<file path="config.mk">
export PLATFORM = sky130hd
export DESIGN_NAME = encoder_window_ctrl
export DESIGN_NICKNAME = d
export VERILOG_FILES = /design/src/rtl/encoder_window_ctrl_pkg.sv /design/src/rtl/encoder_window_ctrl_sync.sv /design/src/rtl/encoder_window_ctrl.sv
export SDC_FILE = /design/constraint.sdc
export NUM_CORES = 1
export LEC_CHECK = 0
export CAP_MARGIN = 0
export CORE_UTILIZATION = 55
export CTS_CLUSTER_DIAMETER = 40
export DETAILED_ROUTE_END_ITERATION = 16
export PLACE_DENSITY = 0.83
export SLEW_MARGIN = 20
export SYNTH_ARGS = -nofsm -noshare
export SYNTH_HDL_FRONTEND = slang
export SYNTH_SLANG_ARGS = --single-unit
</file>
<file path="constraint.sdc">
create_clock -name CLK -period 3.15 [get_ports CLK]
set_clock_uncertainty 0.1 [all_clocks]
set_input_delay 0.4725 -clock CLK [delete_from_list [all_inputs] [get_ports CLK]]
set_output_delay 0.4725 -clock CLK [all_outputs]
set_load 0.01 [all_outputs]
</file>
<file path="src/rtl/encoder_window_ctrl_pkg.sv">
// Shared types and default timing for the encoder
// measurement sequencer and the Encoder top level.
package encoder_window_ctrl_pkg;

    typedef enum logic [2:0] {
        IDLE,
        CLEAR,
        GATE,
        SETTLE,
        LATCH
    } state_t;

    localparam int DEF_WINDOW_CYCLES = 100000;
    localparam int DEF_TW            = 17;
    localparam int DEF_CW            = 8;
    localparam int DEF_CLR_CYCLES    = 2;
    localparam int DEF_SETTLE_CYCLES = 2;

endpackage

</file>
<file path="src/rtl/encoder_window_ctrl_sync.sv">
// Two-flop synchroniser with a registered previous
// value for single-cycle rising-edge detection.
module sync_edge_det (
    input  logic i_clk,
    input  logic i_rst_n,
    input  logic i_d,
    output logic o_q,
    output logic o_rise
);

    logic r_meta;
    logic r_sync;
    logic r_prev;

    always_ff @(posedge i_clk or negedge i_rst_n) begin
        if (!i_rst_n) begin
            r_meta <= 1'b0;
            r_sync <= 1'b0;
            r_prev <= 1'b0;
        end else begin
            r_meta <= i_d;
            r_sync <= r_meta;
            r_prev <= r_sync;
        end
    end

    assign o_q    = r_sync;
    assign o_rise = r_sync & ~r_prev;

endmodule

</file>
<file path="src/rtl/encoder_window_ctrl.sv">
// Gate-window sequencer: clears the Encoder, gates the
// synchronised phase for a fixed window, latches Count.
module encoder_window_ctrl
    import encoder_window_ctrl_pkg::*;
#(
    parameter int WINDOW_CYCLES = DEF_WINDOW_CYCLES,
    parameter int TW            = DEF_TW,
    parameter int CW            = DEF_CW,
    parameter int CLR_CYCLES    = DEF_CLR_CYCLES,
    parameter int SETTLE_CYCLES = DEF_SETTLE_CYCLES
) (
    input  logic          CLK,
    input  logic          RST,
    input  logic          START,
    input  logic          CONT,
    input  logic          A_IN,
    output logic          ENC_CLR,
    output logic          ENC_A,
    input  logic [CW-1:0] ENC_COUNT,
    output logic [CW-1:0] RESULT,
    output logic          RESULT_VALID,
    output logic          OVERFLOW,
    output logic          BUSY
);

    localparam logic [TW-1:0] LP_CLR_LAST =
        TW'(CLR_CYCLES - 1);
    localparam logic [TW-1:0] LP_WIN_LAST =
        TW'(WINDOW_CYCLES - 1);
    localparam logic [TW-1:0] LP_SET_LAST =
        TW'(SETTLE_CYCLES - 1);
    localparam logic [CW:0]   LP_SHD_MAX  = '1;

    state_t        r_state;
    state_t        w_next;
    logic [TW-1:0] r_timer;
    logic [CW:0]   r_shadow;
    logic          r_armed;
    logic [CW-1:0] r_result;
    logic          r_overflow;
    logic          w_sync;
    logic          w_rise;
    logic          w_last;
    logic          w_latch_en;

    sync_edge_det u_sync (
        .i_clk   (CLK),
        .i_rst_n (RST),
        .i_d     (A_IN),
        .o_q     (w_sync),
        .o_rise  (w_rise)
    );

    always_comb begin
        w_last = 1'b0;
        unique case (r_state)
            CLEAR:   w_last = (r_timer == LP_CLR_LAST);
            GATE:    w_last = (r_timer == LP_WIN_LAST);
            SETTLE:  w_last = (r_timer == LP_SET_LAST);
            default: w_last = 1'b0;
        endcase
    end

    always_ff @(posedge CLK or negedge RST) begin
        if (!RST) begin
            r_state <= IDLE;
        end else begin
            r_state <= w_next;
        end
    end

    always_comb begin
        w_next = r_state;
        unique case (r_state)
            IDLE:    if (START || CONT) w_next = CLEAR;
            CLEAR:   if (w_last) w_next = GATE;
            GATE:    if (w_last) w_next = SETTLE;
            SETTLE:  if (w_last) w_next = LATCH;
            LATCH:   w_next = CONT ? CLEAR : IDLE;
            default: w_next = IDLE;
        endcase
    end

    // Result registers load on the edge into LATCH so
    // RESULT is already current while RESULT_VALID is up.
    always_comb begin
        ENC_CLR      = 1'b0;
        ENC_A        = 1'b0;
        RESULT_VALID = 1'b0;
        BUSY         = 1'b1;
        w_latch_en   = 1'b0;
        unique case (r_state)
            IDLE: begin
                ENC_CLR = 1'b1;
                BUSY    = 1'b0;
            end
            CLEAR:   ENC_CLR = 1'b1;
            GATE:    ENC_A = w_sync & r_armed;
            SETTLE:  w_latch_en = w_last;
            LATCH:   RESULT_VALID = 1'b1;
            default: begin
                ENC_CLR = 1'b1;
                BUSY    = 1'b0;
            end
        endcase
    end

    always_ff @(posedge CLK or negedge RST) begin
        if (!RST) begin
            r_timer <= '0;
        end else if (r_state == IDLE ||
                     r_state == LATCH || w_last) begin
            r_timer <= '0;
        end else begin
            r_timer <= r_timer + 1'b1;
        end
    end

    always_ff @(posedge CLK or negedge RST) begin
        if (!RST) begin
            r_shadow <= '0;
            r_armed  <= 1'b0;
        end else if (r_state == CLEAR) begin
            r_shadow <= '0;
            r_armed  <= 1'b0;
        end else if (r_state == GATE) begin
            if (!w_sync) begin
                r_armed <= 1'b1;
            end
            if (w_rise && r_armed &&
                r_shadow != LP_SHD_MAX) begin
                r_shadow <= r_shadow + 1'b1;
            end
        end
    end

    always_ff @(posedge CLK or negedge RST) begin
        if (!RST) begin
            r_result   <= '0;
            r_overflow <= 1'b0;
        end else if (w_latch_en) begin
            r_result   <= ENC_COUNT;
            r_overflow <= r_shadow[CW];
        end
    end

    assign RESULT   = r_result;
    assign OVERFLOW = r_overflow;

endmodule

</file>
== After elaboration in Yosys (flattened, before gate mapping) ==
Index checks and enable logic that the tools add are counted.

* Register bits: 42
* Input port bits: 13
* Output and inout port bits: 13
* Word-level logic and storage cells: 59

* $add $sub $neg: 2
* Equal/unequal tests: 12
* Multiplexer cells: 19
* Bitwise operators: 3
* Reductions and logical operators: 14

{| class="wikitable"
|+ Operator list
! kind !! number
|-
| $mux 9 || 3
|-
| $add 17x1->17 const B || 1
|-
| $eq 17x1->1 const B || 1
|-
| $eq 17x17->1 const B || 1
|-
| $mux 17 || 1
|-
| $pmux 3 s5 || 1
|-
| $mux 3 || 4
|-
| $ne 2x2->1 const B || 5
|-
| $add 9x1->9 const B || 1
|-
| $mux 1 || 9
|-
| $ne 9x9->1 const B || 1
|-
| $eq 3x2->1 const B || 2
|-
| $reduce_and 2->1 || 2
|-
| $reduce_and 4->1 || 1
|-
| $reduce_bool 2->1 || 2
|-
| $reduce_or 4->1 || 1
|-
| $eq 3x1->1 const B || 1
|-
| $eq 3x3->1 const B || 1
|-
| $logic_not 3->1 || 1
|-
| $logic_or 1x1->1 || 3
|-
| $reduce_or 3->1 || 1
|-
| $and 1x1->1 || 2
|-
| $logic_and 1x1->1 || 2
|-
| $pmux 1 s2 || 1
|-
| other kinds (2) || 2
|}

== Longest topological paths before layout ==
Gate-level depths: netlist of the first run.

* Depth in word-level cells: 7
* Mapped depth: 10
* Mapped depth without buffers: 9

== Modules after synthesis ==
Synthesis of the first run repeated with hierarchy kept, for this count alone.

* Cells, all modules: 192
* Area total of the unflattened synthesis: 2073.2 sq um

{| class="wikitable"
|+ Modules (own cells, without submodules)
! module !! times used !! cells each !! area each (sq um) !! sequential area each (sq um)
|-
| encoder_window_ctrl || 1 || 188 || 1984.4 || 975.9
|-
| sync_edge_det || 1 || 4 || 88.8 || 75.1
|}

== Least setup slack after synthesis of the first run ==
OpenSTA, ideal clock, no wires.

* Path kind: register -> register
* Start point: reg r_shadow[0]
* End point: reg r_shadow[5]
* Setup time: 0.078 ns
* Arrival time: 1.877 ns
* Required time: 2.972 ns
* Setup slack: 1.095 ns
* Cell stages (with the launch flop): 11
* Buffers on the path: 1
* Period minus slack after synthesis: 2.055 ns
* Cell sequence: dfrtp_1 -> ha_1 -> nand3_1 -> nor2_1 -> ha_1 -> nor2_1 -> and3_1 -> buf_4 -> nand4_4 -> or3_1 -> a21oi_1

* Word-level cells in the longest chain between the ends: 4
* Elaborated cells between the ends (all ways): 8
* Those cells by class: add/sub (1); eq/ne (1); mux (3); reduce/logical (3)

{| class="wikitable"
|+ Ends and longest elaborated chain
! what !! line !! RTL
|-
| start: declaration || encoder_window_ctrl.sv:37 || <nowiki>logic [CW:0] r_shadow;</nowiki>
|-
| start signal: assignment || encoder_window_ctrl.sv:132 || <nowiki>r_shadow <= r_shadow + 1'b1;</nowiki>
|-
| $add 9x1->9 / $ne 9x9->1 (equally long branches) || encoder_window_ctrl.sv:132, encoder_window_ctrl.sv:131 ||
|-
| $mux 9 / $logic_and 1x1->1 (equally long branches) || encoder_window_ctrl.sv:130 || <nowiki>if (w_rise && r_armed &&</nowiki>
|-
| $mux 9 / $reduce_bool 2->1 (equally long branches) || - ||
|-
| $mux 9 / $reduce_and 2->1 (equally long branches) || - ||
|}

Several ways; a longest one is shown, not always the timed one. The select of a mux whose other input is x is not followed.
A chain may end at the register's enable or synchronous reset.

== Worst setup path in the final report of the first run ==
* Start point: reg r_state[1]
* End point: out ENC_A

* Word-level cells in the longest chain between the ends: 2

{| class="wikitable"
|+ Ends and longest elaborated chain
! what !! line !! RTL
|-
| start: declaration || encoder_window_ctrl.sv:34 || <nowiki>state_t r_state;</nowiki>
|-
| start signal: assignment || encoder_window_ctrl.sv:68 || <nowiki>r_state <= w_next;</nowiki>
|-
| $eq 3x2->1 || encoder_window_ctrl.sv:92 || <nowiki>unique case (r_state)</nowiki>
|-
| $mux 1 || encoder_window_ctrl.sv:92 ||
|-
| end: declaration || encoder_window_ctrl.sv:18 || <nowiki>output logic ENC_A,</nowiki>
|}

No other way between the ends.

==> out/summary.log, run 1 <==
[global_routing] via count of the first global-routing pass 1299
[setup_path] Critical Path AT 1800 ps
[route] Total Wirelength 3410 µm
[clocking] number of gates resized after cts 0
[logic_synthesis] distinct cell type count of the synthesized netlist 33
[setup_path] CP Data Required Time 2580 ps
[clocking] quantity of hold-fixing buffers added after cts 0
[cells_and_area] growth of design area from synthesis to finish 17.6%
[power] total power 1.64 mW
[placed_design] placement-stage worst setup slack 928 ps
[die] I/O Pins 26
[logic_synthesis] cell types with the largest area share after synthesis sky130_fd_sc_hd__dfrtp_1 51%, sky130_fd_sc_hd__nor2_1 6.6%, sky130_fd_sc_hd__xnor2_1 6.4%, sky130_fd_sc_hd__mux2_1 4.9%, sky130_fd_sc_hd__nand2_1 2.6%
[setup_path] endpoint kind of the worst setup timing path output port
[sta] final total negative setup slack 0 ps
[logic_synthesis] sequential fraction of the synthesis area 0.512
[die] effective utilization at floorplan 0.596
[logic_synthesis] post-synthesis instance total 199
[sta] time the final worst path needs with I/O delays and setup 2370 ps
[clocking] Num Clock Sinks 42
[logic_synthesis] top post-synthesis cells by count 42 x sky130_fd_sc_hd__dfrtp_1, 36 x sky130_fd_sc_hd__nor2_1, 15 x sky130_fd_sc_hd__xnor2_1, 14 x sky130_fd_sc_hd__nand2_1
[sta] Hold Vio Cnt, Final 0
[setup_path] buffering stage count on the worst path with inverters included 1
[clocking] count of buffers added by post-CTS timing repair for setup 0
[power] power density over the cells 682 mW/mm²
[setup_path] Reg2Reg Setup Slack 910 ps
[route] antenna-violating nets left 0
[cells_and_area] cell area after layout 0.00241 mm²
[clocking] number of levels in the clock H-tree 2
[logic_synthesis] FF+latch count, synth 42
[route] post-DR vias/cell 5.43
[setup_path] slowest cell delay on critical path 550 ps
[clocking] Clock Pin Slew Worst Setup and Hold Paths 80 ps
[logic_synthesis] cell area after synthesis 0.00205 mm²
[cells_and_area] nets@finish 240
[placed_design] count of buffers from port buffering 25
[sta] unrepaired setup endpoints after global routing false
[setup_path] Critical Path Source Type flip-flop
[cells_and_area] ratio of cells with drive above 1 in the final layout 0.0711
[logic_synthesis] most numerous cell in the Yosys netlist sky130_fd_sc_hd__dfrtp_1
[placed_design] last weighted congestion value of the routability-driven placer 0.796
[sta] Final WS setup 780 ps
[global_routing] antenna violations before repair 0
[setup_path] Critical Path, Cell by Cell and4bb_1, and2_1, clkdlybuf4s50_1
[sta] final-report setup violation count 0
[global_routing] wire length of the first global-routing pass 5820 µm
[setup_path] Worst path slowest cell sky130_fd_sc_hd__dfrtp_1
[power] peak supply drop 0.000330 V
[logic_synthesis] Mapped Nets 215
[die] width of the chip 63.1 µm
[die] DIE HEIGHT 63.1 µm
[outcome] run status finished clean
[route] vias 1472
[setup_path] largest fanout on the critical path 12
[clocking] CTS tree done
[hold_path] Hold Crit Class in -> async
[die] number of placement rows 21
[route] count of routing violations after the opening detailed-route iteration 71
[clocking] CTS Root Buffer Type sky130_fd_sc_hd__clkbuf_8
[logic_synthesis] share of flip-flops with an asynchronous set or reset after synthesis 1.00
[route] detailed-router iteration count before antenna repair 4
[route] DR WL/cell 12.6 µm
[setup_path] Worst Setup Path Type reg -> out
[sta] Final Max Tran Viols 0
[sta] final critical-path share of the clock period 0.752
[clocking] clock buffers created by TritonCTS 5
[logic_synthesis] flip-flop cell with the highest count after synthesis sky130_fd_sc_hd__dfrtp_1
[logic_synthesis] portion of synthesized cell area occupied by the leading cell type 0.512
[job] count of max-cap constraint violations 0
[die] floorplan core area 0.00344 mm²
[logic_synthesis] mean cell area of the mapped netlist 10.3 µm²
[global_routing] Overall Global Routing Usage 0.193
[sta] top achievable clock speed 422 MHz
[logic_synthesis] number of synthesized flops with an enable pin 0
[cells_and_area] final design utilization 0.701
[placed_design] estimated wirelength of the detail-placed design 2380 µm
[placed_design] Placed Instance Area 0.00232 mm²
[route] post-route DRC violation count 0
[setup_path] Top delay family on crit path flip-flops
[logic_synthesis] dominant cell type by area after synthesis sky130_fd_sc_hd__dfrtp_1
[die] full die area 0.00398 mm²
[sta] measured slew at the worst slew-check pin 886 ps
[cells_and_area] count of inserted antenna diode cells 0
[clocking] clk buf depth 2
[global_routing] maximum number of pins on one net before global-route repair 43
[power] Leakage 1.03 nW
[logic_synthesis] number of warnings printed during yosys synthesis 0
[clocking] worst skew pair latency 290 ps
[global_routing] remaining global-route overflow 0
[sta] Relative slew margins 0.409
final timing paths:
kind,depth (start not counted),end,from
setup / recovery,3,ENC_A,r_state[1]$_DFFE_PN0P_
setup reg to reg,9,r_shadow[7]$_DFFE_PN0P_,r_shadow[0]$_DFFE_PN0P_
hold reg to reg,0,u_sync.o_q$_DFF_PN0_,u_sync.r_meta$_DFF_PN0_
min in group CLK,0,u_sync.o_q$_DFF_PN0_,u_sync.r_meta$_DFF_PN0_
hold / removal,1,RESULT[0]$_DFFE_PN0P_,RST
max in group asynchronous,1,r_timer[4]$_DFF_PN0_,RST
state kept, by name (all words and copies together), names as in the netlist:
signal	flops
u_sync.r_meta	1
r_timer	17
u_sync.o_q	1
r_shadow	9
r_state	3
OVERFLOW	1
u_sync.r_prev	1
r_armed	1
RESULT	8
stage by stage:
stage	std cells	hold slack, ps
after floorplan	199	76.9
after global placement	263	234
after detailed placement	263	251
after CTS	271	234
after global routing	271	268
final	271	200
cell type report:
cell class / instances / area, µm²
clock buffers: 7 / 86.3
well taps: 46 / 57.6
repair buffers: 25 / 245
multi-input cells: 144 / 945
fillers: 259 / 1030
clock inverters: 1 / 5.00
inverters: 6 / 22.5
flip-flops and latches: 42 / 1050
routing by layer:
layer  vias to the layer above  track usage  routed length, µm
li1                        729            -                  -
met1                       705        0.244               1610
met2                        34        0.313               1600
met3                         4       0.0507                144
met4                         0       0.0785                 51
met5                         -            0                  0
worst reg2reg max path: stages, from the launching register on:
cell and delay, ps:
sky130_fd_sc_hd__dfrtp_1 440, sky130_fd_sc_hd__ha_1 260, sky130_fd_sc_hd__nand3_1 90, sky130_fd_sc_hd__nor2_1 50, sky130_fd_sc_hd__ha_1 180, sky130_fd_sc_hd__nor2_1 110, sky130_fd_sc_hd__and3_1 330, sky130_fd_sc_hd__nand4_4 150
sky130_fd_sc_hd__or3_1 330, sky130_fd_sc_hd__a21oi_1 140
cells in the final DEF, fill, tap and decap left out, types with 2 or more instances in the layout:
master / netlist / final
sky130_fd_sc_hd__dfrtp_1: 42 / 42
sky130_fd_sc_hd__nor2_1: 36 / 36
sky130_fd_sc_hd__clkdlybuf4s50_1: 0 / 24
sky130_fd_sc_hd__xnor2_1: 15 / 15
sky130_fd_sc_hd__nand2_1: 14 / 14
sky130_fd_sc_hd__nor3_1: 10 / 10
sky130_fd_sc_hd__nand3_1: 10 / 10
sky130_fd_sc_hd__mux2_1: 9 / 9
sky130_fd_sc_hd__a21oi_1: 8 / 8
sky130_fd_sc_hd__inv_1: 6 / 6
sky130_fd_sc_hd__nand4_1: 6 / 6
sky130_fd_sc_hd__xor2_1: 6 / 6
sky130_fd_sc_hd__clkbuf_8: 0 / 6
sky130_fd_sc_hd__o21ai_0: 5 / 5
sky130_fd_sc_hd__or3_1: 4 / 4
sky130_fd_sc_hd__ha_1: 3 / 3
sky130_fd_sc_hd__and4b_1: 2 / 2
sky130_fd_sc_hd__and3_1: 2 / 2
cell families (layout without fill, tap and decap cells):
logic type / Yosys count / in the layout / share of synthesized area
flip-flops: 42 / 42 / 0.512
buffers and inverters: 13 / 39 / 0.0274
XOR/XNOR: 21 / 21 / 0.0896
adder cells (fa/ha/maj): 3 / 3 / 0.0183
multiplexers: 9 / 9 / 0.0494
AND/OR/NAND/NOR: 95 / 95 / 0.250
AO/OA/AOI/OAI: 16 / 16 / 0.0531
power by group:
| part | switching (mW) | total (mW) | internal, mW | leakage [nW] |
|---|---|---|---|---|
| clock network | 0.170 | 0.347 | 0.177 | 0.0482 |
| registers | 0.114 | 0.750 | 0.636 | 0.556 |
| logic | 0.279 | 0.547 | 0.268 | 0.425 |
Power figures use the tool's default switching activity.
==> run 2, diff against run 1 <==
--- a/config.mk
+++ b/config.mk
@@ -6,10 +6,10 @@
 export NUM_CORES = 1
 export LEC_CHECK = 0
 export CAP_MARGIN = 0
-export CORE_UTILIZATION = 55
+export CORE_UTILIZATION = 49
 export CTS_CLUSTER_DIAMETER = 40
 export DETAILED_ROUTE_END_ITERATION = 16
-export PLACE_DENSITY = 0.83
+export PLACE_DENSITY = 0.79
 export SLEW_MARGIN = 20
 export SYNTH_ARGS = -nofsm -noshare
 export SYNTH_HDL_FRONTEND = slang
==> constraint.sdc (replaced) <==
create_clock -name CLK -period 2 [get_ports CLK]
set_clock_uncertainty 0.1 [all_clocks]
set_input_delay 0.3 -clock CLK [delete_from_list [all_inputs] [get_ports CLK]]
set_output_delay 0.3 -clock CLK [all_outputs]
set_load 0.01 [all_outputs]
==> run 2 against run 1 <==
  * First-iteration DRC count is 11% higher
  * Highest routed layer unchanged
  * Final cell count is 10% higher
  * Largest power group unchanged
  * Non-clock buffer count is 24 higher
  * Critical path type is now reg -> reg
==> out/summary.log, run 2 (synthesis results as in run 1) <==
[die] floorplan core area 0.00400 mm²
[route] met1 layer wirelength in the final routing 1810 µm
[placed_design] count of buffers from port buffering 25
[sta] final critical-path share of the clock period 0.969
[power] total power 2.80 mW
[sta] Hold Vio Cnt, Final 0
[sta] Relative slew margins 0.654
[route] count of routing violations after the opening detailed-route iteration 79
[power] total net switching power 0.970 mW
[setup_path] largest fanout on the critical path 5
[setup_path] CP Data Required Time 2140 ps
[power] cell-internal power 1.83 mW
[power] Leakage 1.17 nW
[sta] measured slew at the worst slew-check pin 519 ps
[power] Seq pwr share 0.404
[sta] final total negative setup slack 0 ps
[clocking] clk buf depth 2
[setup_path] Critical Path AT 2080 ps
[sta] unrepaired setup endpoints after global routing false
[sta] Final Max Tran Viols 0
[global_routing] maximum number of pins on one net before global-route repair 43
[cells_and_area] growth of design area from synthesis to finish 29.7%
[route] vias 1578
[route] post-route DRC violation count 0
[route] DR WL/cell 13.6 µm
[clocking] CTS Root Buffer Type sky130_fd_sc_hd__clkbuf_8
[global_routing] via count of the first global-routing pass 1627
[route] detailed-router iteration count before antenna repair 4
[cells_and_area] commonest non-fill, non-tap cell in the layout sky130_fd_sc_hd__dfrtp_1
[hold_path] launch point of the worst hold path u_sync.r_meta$_DFF_PN0_
[route] wire length on met2 2060 µm
[die] effective utilization at floorplan 0.513
[cells_and_area] commonest cells after routing, fill and taps aside 41 x sky130_fd_sc_hd__dfrtp_1, 35 x sky130_fd_sc_hd__nor2_1, 21 x sky130_fd_sc_hd__buf_4
[die] width of the chip 66.7 µm
[route] post-DR vias/cell 5.28
[die] DIE HEIGHT 66.7 µm
[global_routing] remaining global-route overflow 0
[sta] final-report setup violation count 0
[cells_and_area] ratio of cells with drive above 1 in the final layout 0.209
[cells_and_area] nets@finish 264
[placed_design] estimated wirelength of the detail-placed design 2820 µm
[global_routing] wire length of the first global-routing pass 6930 µm
[placed_design] last weighted congestion value of the routability-driven placer 0.814
[route] Max Used Layer met4
[clocking] Num Clock Sinks 42
[route] met3 WL 156 µm
[cells_and_area] max FFs per register 17
[clocking] CTS tree done
[sta] top achievable clock speed 516 MHz
[global_routing] antenna violations before repair 0
[power] Comb power frac 0.404
[die] I/O Pins 26
[outcome] run status finished clean
[power] Sw Share 0.346
[setup_path] origin of the critical flop-to-flop path r_state[2]$_DFFE_PN0P_
[cells_and_area] count of inserted antenna diode cells 0
[hold_path] Hold Crit Class reg -> reg
[power] power density over the cells 1050 mW/mm²
[clocking] clock buffers created by TritonCTS 5
[power] peak supply drop 0.000678 V
[global_routing] Overall Global Routing Usage 0.215
[setup_path] Critical Path, Cell by Cell buf_4, nor2b_4, and4b_2, o221ai_4, buf_6, or3_1, a21oi_2
[clocking] worst skew pair latency 310 ps
[setup_path] buffering stage count on the worst path with inverters included 2
[setup_path] Critical Path Source Type flip-flop
[setup_path] Worst Setup Path Type reg -> reg
[cells_and_area] largest register by flop count r_timer
[setup_path] Worst path slowest cell sky130_fd_sc_hd__dfrtp_2
[clocking] Clock Pin Slew Worst Setup and Hold Paths 90 ps
[job] count of max-cap constraint violations 0
[power] Clock power frac 0.192
[setup_path] slowest cell delay on critical path 430 ps
[setup_path] endpoint kind of the worst setup timing path flip-flop
[sta] time the final worst path needs with I/O delays and setup 1940 ps
[setup_path] Top delay family on crit path simple AND/OR/NAND/NOR gates
[setup_path] Worst Setup SP r_state[2]$_DFFE_PN0P_
[route] antenna-violating nets left 0
[route] Total Wirelength 4060 µm
[die] number of placement rows 23
[die] full die area 0.00445 mm²
[clocking] number of levels in the clock H-tree 2
## run 2: cell count changes in the layout (fill, tap and decap cells not counted), moves of 2 or more
cell,delta
sky130_fd_sc_hd__buf_4,+21
sky130_fd_sc_hd__dlygate4sd2_1,+4
sky130_fd_sc_hd__clkdlybuf4s50_1,-4
sky130_fd_sc_hd__a21oi_1,-2
sky130_fd_sc_hd__and4b_1,-2
sky130_fd_sc_hd__nor3_1,-2
sky130_fd_sc_hd__and4b_2,+2
sky130_fd_sc_hd__nor3_2,+2
sky130_fd_sc_hd__a21oi_2,+2
## run 2: metrics by stage
stage | cell area, µm² | std cells | utilization | hold slack (ps) | setup WS [ps]
global placement | 2470 | 284 | 0.617 | 233 | -52.1
global route | 2660 | 299 | 0.665 | 246 | 0.322
floorplan | 2060 | 199 | - | -95.6 | 7.89
finish | 2660 | 299 | 0.665 | 241 | 61.7
CTS | 2620 | 297 | 0.656 | 242 | 2.92
detailed placement | 2470 | 284 | 0.617 | 235 | -135
## run 2: power by group through the flow
stage / sequential (mW) / clock (mW) / combinational (mW)
detailed placement: 1.15 / 0 / 1.09
global placement: 1.15 / 0 / 1.07
finish: 1.13 / 0.537 / 1.13
global route: 1.15 / 0.597 / 1.25
floorplan: 1.13 / 0 / 0.609
CTS: 1.13 / 0.550 / 1.13
## run 2: final cells by class
class	count	area, µm²
clock buffers	6	72.6
clock inverters	2	13.8
fillers	316	1340
inverters	6	22.5
multi-input cells	144	998
flip-flops and latches	42	1050
well taps	50	62.6
repair buffers	49	439
## run 2: worst paths after layout
check,depth (start not counted),slack [ps],endpoint
max in group asynchronous,3,920,r_state[2]$_DFFE_PN0P_
min reg2reg,0,240,u_sync.o_q$_DFF_PN0_
min,0,240,u_sync.o_q$_DFF_PN0_
min in group asynchronous,3,490,r_shadow[8]$_DFFE_PN0P_
max,7,60,r_state[1]$_DFFE_PN0P_
max reg2reg,7,60,r_state[1]$_DFFE_PN0P_
## run 2: layer usage
metal	vias to the layer above	GRT usage
li1	777	-
met4	0	0.0638
met2	25	0.381
met3	3	0.0736
met1	773	0.240
met5	-	0
## run 2: what timing repair did
action	4_1_cts	5_1_grt
resized for setup	11	7
pin swaps	9	8
hold endpoints to repair	42	0
setup buffers	4	2
endpoints found under the setup margin	24	14
hold buffers	1	0
